## src/rtl/j2_core_sequencer.sv

```systemverilog
// j2 stack CPU control sequencer: fetch, bus phases around the ALU, and
// single-cycle commit of pc and stack pointers.
module j2_core_sequencer #(
    parameter int WIDTH = 16,
    parameter int DEPTH = 4
) (
    input  logic             clk,
    input  logic             reboot,
    output logic [12:0]      mem_addr,
    output logic             mem_read_req,
    output logic             mem_write_req,
    output logic [WIDTH-1:0] mem_write_data,
    input  logic [WIDTH-1:0] mem_read_data,
    input  logic             mem_ready,
    output logic [WIDTH-1:0] io_addr,
    output logic             io_read_req,
    output logic             io_write_req,
    output logic [WIDTH-1:0] io_write_data,
    input  logic [WIDTH-1:0] io_read_data,
    input  logic             io_ready,
    output logic [15:0]      instruction,
    output logic [12:0]      program_counter,
    output logic [DEPTH-1:0] data_stack_read_position,
    output logic [DEPTH-1:0] return_stack_read_position,
    input  logic [WIDTH-1:0] data_stack_current_top,
    input  logic [WIDTH-1:0] data_stack_current_next_top,
    output logic [WIDTH-1:0] memory_data_latched,
    output logic [WIDTH-1:0] io_data_latched,
    input  logic [12:0]      alu_pc_next,
    input  logic [DEPTH-1:0] alu_ds_next_pos,
    input  logic             alu_ds_write,
    input  logic [DEPTH-1:0] alu_rs_next_pos,
    input  logic             alu_rs_write,
    output logic             data_stack_we,
    output logic             return_stack_we,
    output logic             commit
);

    typedef enum logic [2:0] {
        S_FETCH,
        S_DECODE,
        S_LOAD,
        S_IOREAD,
        S_STORE,
        S_IOWRITE,
        S_EXECUTE
    } state_t;

    state_t           state_q, state_d;
    logic             boot_q, boot_d;
    logic [12:0]      pc_q, pc_d;
    logic [15:0]      instr_q, instr_d;
    logic [DEPTH-1:0] dsp_q, dsp_d;
    logic [DEPTH-1:0] rsp_q, rsp_d;
    logic [WIDTH-1:0] mem_lat_q, mem_lat_d;
    logic [WIDTH-1:0] io_lat_q, io_lat_d;

    logic             is_alu;
    logic [3:0]       op_nib;
    logic [2:0]       func;
    logic             bus_live;
    state_t           after_read;

    assign is_alu   = (instr_q[15:13] == 3'b011);
    assign op_nib   = instr_q[11:8];
    assign func     = instr_q[6:4];
    // The cycle right after a reboot edge issues no request at all.
    assign bus_live = !boot_q;

    always_comb begin
        after_read = S_EXECUTE;
        if (func == 3'd3) begin
            after_read = S_STORE;
        end else if (func == 3'd4) begin
            after_read = S_IOWRITE;
        end
    end

    always_ff @(posedge clk) begin
        if (reboot) begin
            state_q   <= S_FETCH;
            boot_q    <= 1'b1;
            pc_q      <= '0;
            instr_q   <= '0;
            dsp_q     <= '0;
            rsp_q     <= '0;
            mem_lat_q <= '0;
            io_lat_q  <= '0;
        end else begin
            state_q   <= state_d;
            boot_q    <= boot_d;
            pc_q      <= pc_d;
            instr_q   <= instr_d;
            dsp_q     <= dsp_d;
            rsp_q     <= rsp_d;
            mem_lat_q <= mem_lat_d;
            io_lat_q  <= io_lat_d;
        end
    end

    always_comb begin
        state_d = state_q;
        unique case (state_q)
            S_FETCH: begin
                if (bus_live && mem_ready) state_d = S_DECODE;
            end
            S_DECODE: begin
                if (is_alu && op_nib == 4'hC) begin
                    state_d = S_LOAD;
                end else if (is_alu && op_nib == 4'hD) begin
                    state_d = S_IOREAD;
                end else if (is_alu && func == 3'd3) begin
                    state_d = S_STORE;
                end else if (is_alu && func == 3'd4) begin
                    state_d = S_IOWRITE;
                end else begin
                    state_d = S_EXECUTE;
                end
            end
            S_LOAD: begin
                if (bus_live && mem_ready) state_d = after_read;
            end
            S_IOREAD: begin
                if (bus_live && io_ready) state_d = after_read;
            end
            S_STORE: begin
                if (bus_live && mem_ready) begin
                    state_d = (func == 3'd4) ? S_IOWRITE : S_EXECUTE;
                end
            end
            S_IOWRITE: begin
                if (bus_live && io_ready) state_d = S_EXECUTE;
            end
            S_EXECUTE: state_d = S_FETCH;
            default:   state_d = S_FETCH;
        endcase
    end

    always_comb begin
        boot_d    = 1'b0;
        pc_d      = pc_q;
        instr_d   = instr_q;
        dsp_d     = dsp_q;
        rsp_d     = rsp_q;
        mem_lat_d = mem_lat_q;
        io_lat_d  = io_lat_q;
        if (bus_live && state_q == S_FETCH && mem_ready) begin
            instr_d = mem_read_data;
        end
        if (bus_live && state_q == S_LOAD && mem_ready) begin
            mem_lat_d = mem_read_data;
        end
        if (bus_live && state_q == S_IOREAD && io_ready) begin
            io_lat_d = io_read_data;
        end
        if (state_q == S_EXECUTE) begin
            pc_d  = alu_pc_next;
            dsp_d = alu_ds_next_pos;
            rsp_d = alu_rs_next_pos;
        end
    end

    always_comb begin
        mem_read_req  = 1'b0;
        mem_write_req = 1'b0;
        io_read_req   = 1'b0;
        io_write_req  = 1'b0;
        commit        = 1'b0;
        mem_addr      = pc_q;
        io_addr       = '0;
        unique case (state_q)
            S_FETCH: begin
                mem_read_req = bus_live;
            end
            S_LOAD: begin
                mem_read_req = bus_live;
                mem_addr     = data_stack_current_top[13:1];
            end
            S_STORE: begin
                mem_write_req = bus_live;
                mem_addr      = data_stack_current_top[13:1];
            end
            S_IOREAD: begin
                io_read_req = bus_live;
                io_addr     = data_stack_current_top;
            end
            S_IOWRITE: begin
                io_write_req = bus_live;
                io_addr      = data_stack_current_top;
            end
            S_EXECUTE: commit = 1'b1;
            default:   commit = 1'b0;
        endcase
    end

    assign data_stack_we              = alu_ds_write & commit;
    assign return_stack_we            = alu_rs_write & commit;
    assign mem_write_data             = data_stack_current_next_top;
    assign io_write_data              = data_stack_current_next_top;
    assign instruction                = instr_q;
    assign program_counter            = pc_q;
    assign data_stack_read_position   = dsp_q;
    assign return_stack_read_position = rsp_q;
    assign memory_data_latched        = mem_lat_q;
    assign io_data_latched            = io_lat_q;

endmodule

```

## config.mk

```make
export PLATFORM = sky130hd
export DESIGN_NAME = j2_core_sequencer
export DESIGN_NICKNAME = d
export VERILOG_FILES = /design/src/rtl/j2_core_sequencer.sv
export SDC_FILE = /design/constraint.sdc
export NUM_CORES = 1
export LEC_CHECK = 0
export ABC_CLOCK_PERIOD_IN_PS = 3550
export CAP_MARGIN = 30
export CORE_ASPECT_RATIO = 0.9
export CORE_MARGIN = 5
export CORE_UTILIZATION = 35
export DETAILED_ROUTE_END_ITERATION = 8
export DONT_BUFFER_PORTS = 1
export HOLD_SLACK_MARGIN = 0.05
export SLEW_MARGIN = 20
export SYNTH_ARGS = -nofsm -noshare
export SYNTH_HDL_FRONTEND = slang
export SYNTH_SLANG_ARGS = --single-unit
```

## constraint.sdc

```tcl
create_clock -name clk -period 3.55 [get_ports clk]
set_input_delay 0.355 -clock clk [delete_from_list [all_inputs] [get_ports clk]]
set_output_delay 0.355 -clock clk [all_outputs]
set_load 0.01 [all_outputs]
```

==> results.cfg <==
[min_path]
worst_hold_path_type = in2reg
hp-start = reboot

[pwr]
switching_share = 0.270
cellLeakagePower_nw = 1.34
pwr-share-comb = 0.103
power_per_cell_area_mw_per_mm2 = 490
internal_power_w = 0.00123
net-switching-power_w = 0.000453
proportion_of_power_drawn_by_the_clock_network = 0.375
max_ir_drop_vdd_mv = 0.267
sequentialPowerShare = 0.522

[final_layout]
layout-drive-gt1-share = 0.0946
finalCoreUtilization = 0.358
filler_cell_count = 1021
area_growth_pct = 1.18
finish.net_count = 456
final_cell_area_mm2 = 0.00343

[yosys]
synth-seq-area-share = 0.432
synth_area_leader_cell = sky130_fd_sc_hd__dfxtp_1
synth.ff_latch_count = 73
yosys.cell_count.top_type = sky130_fd_sc_hd__nand2_1
yosysTopAreaCellShare = 0.432
async_reset_ff_frac = 0
syn-cell-area_mm2 = 0.00339
mappedNetlistNets = 497
synth.top_cells.by_area = sky130_fd_sc_hd__dfxtp_1 43%, sky130_fd_sc_hd__nand2_1 12%, sky130_fd_sc_hd__buf_4 7.3%, sky130_fd_sc_hd__a21oi_1 6.5%, sky130_fd_sc_hd__mux2i_1 5.3%
number_of_enable_flip_flop_cells_after_synthesis = 0
ys_types = 43
avgSynthCellArea_um2 = 8.34
synthesis.instances = 406
synth.top_cells.by_count = 108 x sky130_fd_sc_hd__nand2_1, 73 x sky130_fd_sc_hd__dfxtp_1, 44 x sky130_fd_sc_hd__a21oi_1
postSynth.topFlopCell = sky130_fd_sc_hd__dfxtp_1
number_of_warnings_printed_during_yosys_synthesis = 0

[route]
via_count = 2616
detail_route.wirelength_um = 9840
post_drt_via_cell_ratio = 5.26
first_pass_iters = 4
wl_per_instance_um = 19.8
drcViolationCount = 0
drt_iter0_drc = 133
ant_nets = 0

[floorplanning]
die-height_um = 103
num_io_pins = 228
num_rows = 34
floorplan.die.width_um = 114
core_mm2 = 0.00957
fp.dieArea_mm2 = 0.0117
start_util = 0.354

[timing]
maxSlewHeadroom = 0.507
holdWs_ns = 0.0796
finalCritPeriodShare = 0.790
worstMarginPinSlew_ns = 0.737
peak_clock_frequency_supported_by_timing_mhz = 357
finalHoldViolCount = 0
final_critical_path_setup_slack_ns = 0.746
final.setup_skew_ns = 0.0117
final.min_clock_period_ns = 2.80
rsz_0062_raised_after_global_routing = no
setup-violations-final = 0
timing.setup.tns_ns = 0
slew_violations = 0

[worst_setup_path]
required_ns = 3.19
crit_path_start_kind = register
crit_path_start = state_q[1]$_SDFFE_PP0P_
criticalPathCategory = reg2out
critPathCaptureType = output pin
critical_path.reg2reg.startpoint = state_q[1]$_SDFFE_PP0P_
worst_ep_arrival_time_ns = 2.45
crit_path_max_fanout = 24

[clock_tree]
insertion_delay_ns = 0.35
post_cts_resized = 0
cts.htree.levels = 3
number_of_buffers_on_the_longest_clock_path = 2
cts-root-buf = sky130_fd_sc_hd__clkbuf_8
cts_buffers = 9
cts_tree = built
cts_sinks = 73
clkSlewWorstSetupHoldPaths_ns = 0.07

[place]
worst_slack_at_placement_ns = 1.11
detailed_place_hpwl_um = 6900
place_area_mm2 = 0.00318
port_buffers = 0
finalWeightedCongestion = 0.775

[grt]
largest_net_degree_at_the_start_of_global_routing = 38
grt_remaining_overflow = 0
first_global_vias = 2494
grt_antenna_before_repair = 1
grt_first_pass_wirelength_um = 13800
grt_usage = 0.154

[status]
status = complete, no violations

[run]
maxCapViolCount = 0
cells by family after synthesis:
| kind of cell | after synthesis | share of synthesized area |
|---|---|---|
| flops | 73 | 0.432 |
| compound gates | 65 | 0.113 |
| buf+inv | 63 | 0.116 |
| simple gates | 173 | 0.238 |
| xor+xnor | 1 | 0.00481 |
| mux | 31 | 0.0965 |
cell usage in the layout, fill, tap and decap left out, types with 3 or more instances in the layout:
cell	count
sky130_fd_sc_hd__dfxtp_1	73
sky130_fd_sc_hd__dlygate4sd3_1	4
sky130_fd_sc_hd__a31oi_1	3
sky130_fd_sc_hd__a21oi_1	44
sky130_fd_sc_hd__a21oi_2	10
sky130_fd_sc_hd__nor2_1	21
sky130_fd_sc_hd__nand2_1	108
sky130_fd_sc_hd__nor4b_1	3
sky130_fd_sc_hd__and3_1	18
sky130_fd_sc_hd__mux2i_1	18
sky130_fd_sc_hd__mux2_1	13
sky130_fd_sc_hd__clkbuf_8	9
sky130_fd_sc_hd__inv_2	3
critical path: stages (launching register included):
cell                      delay (ns)
sky130_fd_sc_hd__dfxtp_1        0.69
sky130_fd_sc_hd__nand2_1        0.17
sky130_fd_sc_hd__or2_1          0.52
sky130_fd_sc_hd__inv_2          0.46
sky130_fd_sc_hd__and2_1         0.26
final cells by class:
class	count	area, um^2	share of cell area
tap	126	158	0.0460
timing repair buffer	7	70.1	0.0205
clock inverter	5	56.3	0.0164
clock buffer	11	131	0.0383
antenna	1	2.50	0.000730
sequential	73	1460	0.427
inverter	4	15.0	0.00438
multi-input combinational	270	1530	0.447
routing by layer:
metal  vias to the layer above  GRT usage  wire length [um]
li1                       1236          -                 -
met1                      1219      0.159              3510
met2                       147      0.263              4950
met3                        14     0.0861              1200
met4                         0     0.0628               179
met5                         -          0                 0
metrics by stage:
| stage | cells | power, W |
|---|---|---|
| 5_1_grt | 497 | 0.00176 |
| 3_3_place_gp | 475 | 0.00105 |
| 2_1_floorplan | 406 | 0.00107 |
| 6_report | 497 | 0.00168 |
| 3_5_place_dp | 475 | 0.00105 |
| 4_1_cts | 494 | 0.00171 |
registers in the layout, indices dropped and copies added, names as in the netlist:
| signal | flops |
|---|---|
| boot_q | 1 |
| return_stack_read_position | 4 |
| instruction | 16 |
| data_stack_read_position | 4 |
| memory_data_latched | 16 |
| program_counter | 13 |
| state_q | 3 |
| io_data_latched | 16 |
path summary, 6_finish.rpt:
kind                                endpoint  slack, ns  cells after the start
min reg2reg  io_data_latched[4]$_SDFFE_PP0P_       0.50                      2
min          io_data_latched[7]$_SDFFE_PP0P_       0.08                      1
max reg2reg  program_counter[6]$_SDFFE_PP0P_       1.36                      5
max                          return_stack_we       0.75                      4
power by group through the flow:
stage | clock network, W | logic, W | registers (W)
floorplan | 0 | 0.000195 | 0.000880
global placement | 0 | 0.000154 | 0.000894
detailed placement | 0 | 0.000158 | 0.000896
CTS | 0.000660 | 0.000171 | 0.000876
global route | 0.000691 | 0.000189 | 0.000881
finish | 0.000630 | 0.000174 | 0.000876
repair_timing:
item | CTS | global route
hold buffers | 3 | 1
endpoints found under the hold margin | 23 | 4
setup buffers | 0 | 0
(Power assumes the default switching activity.)
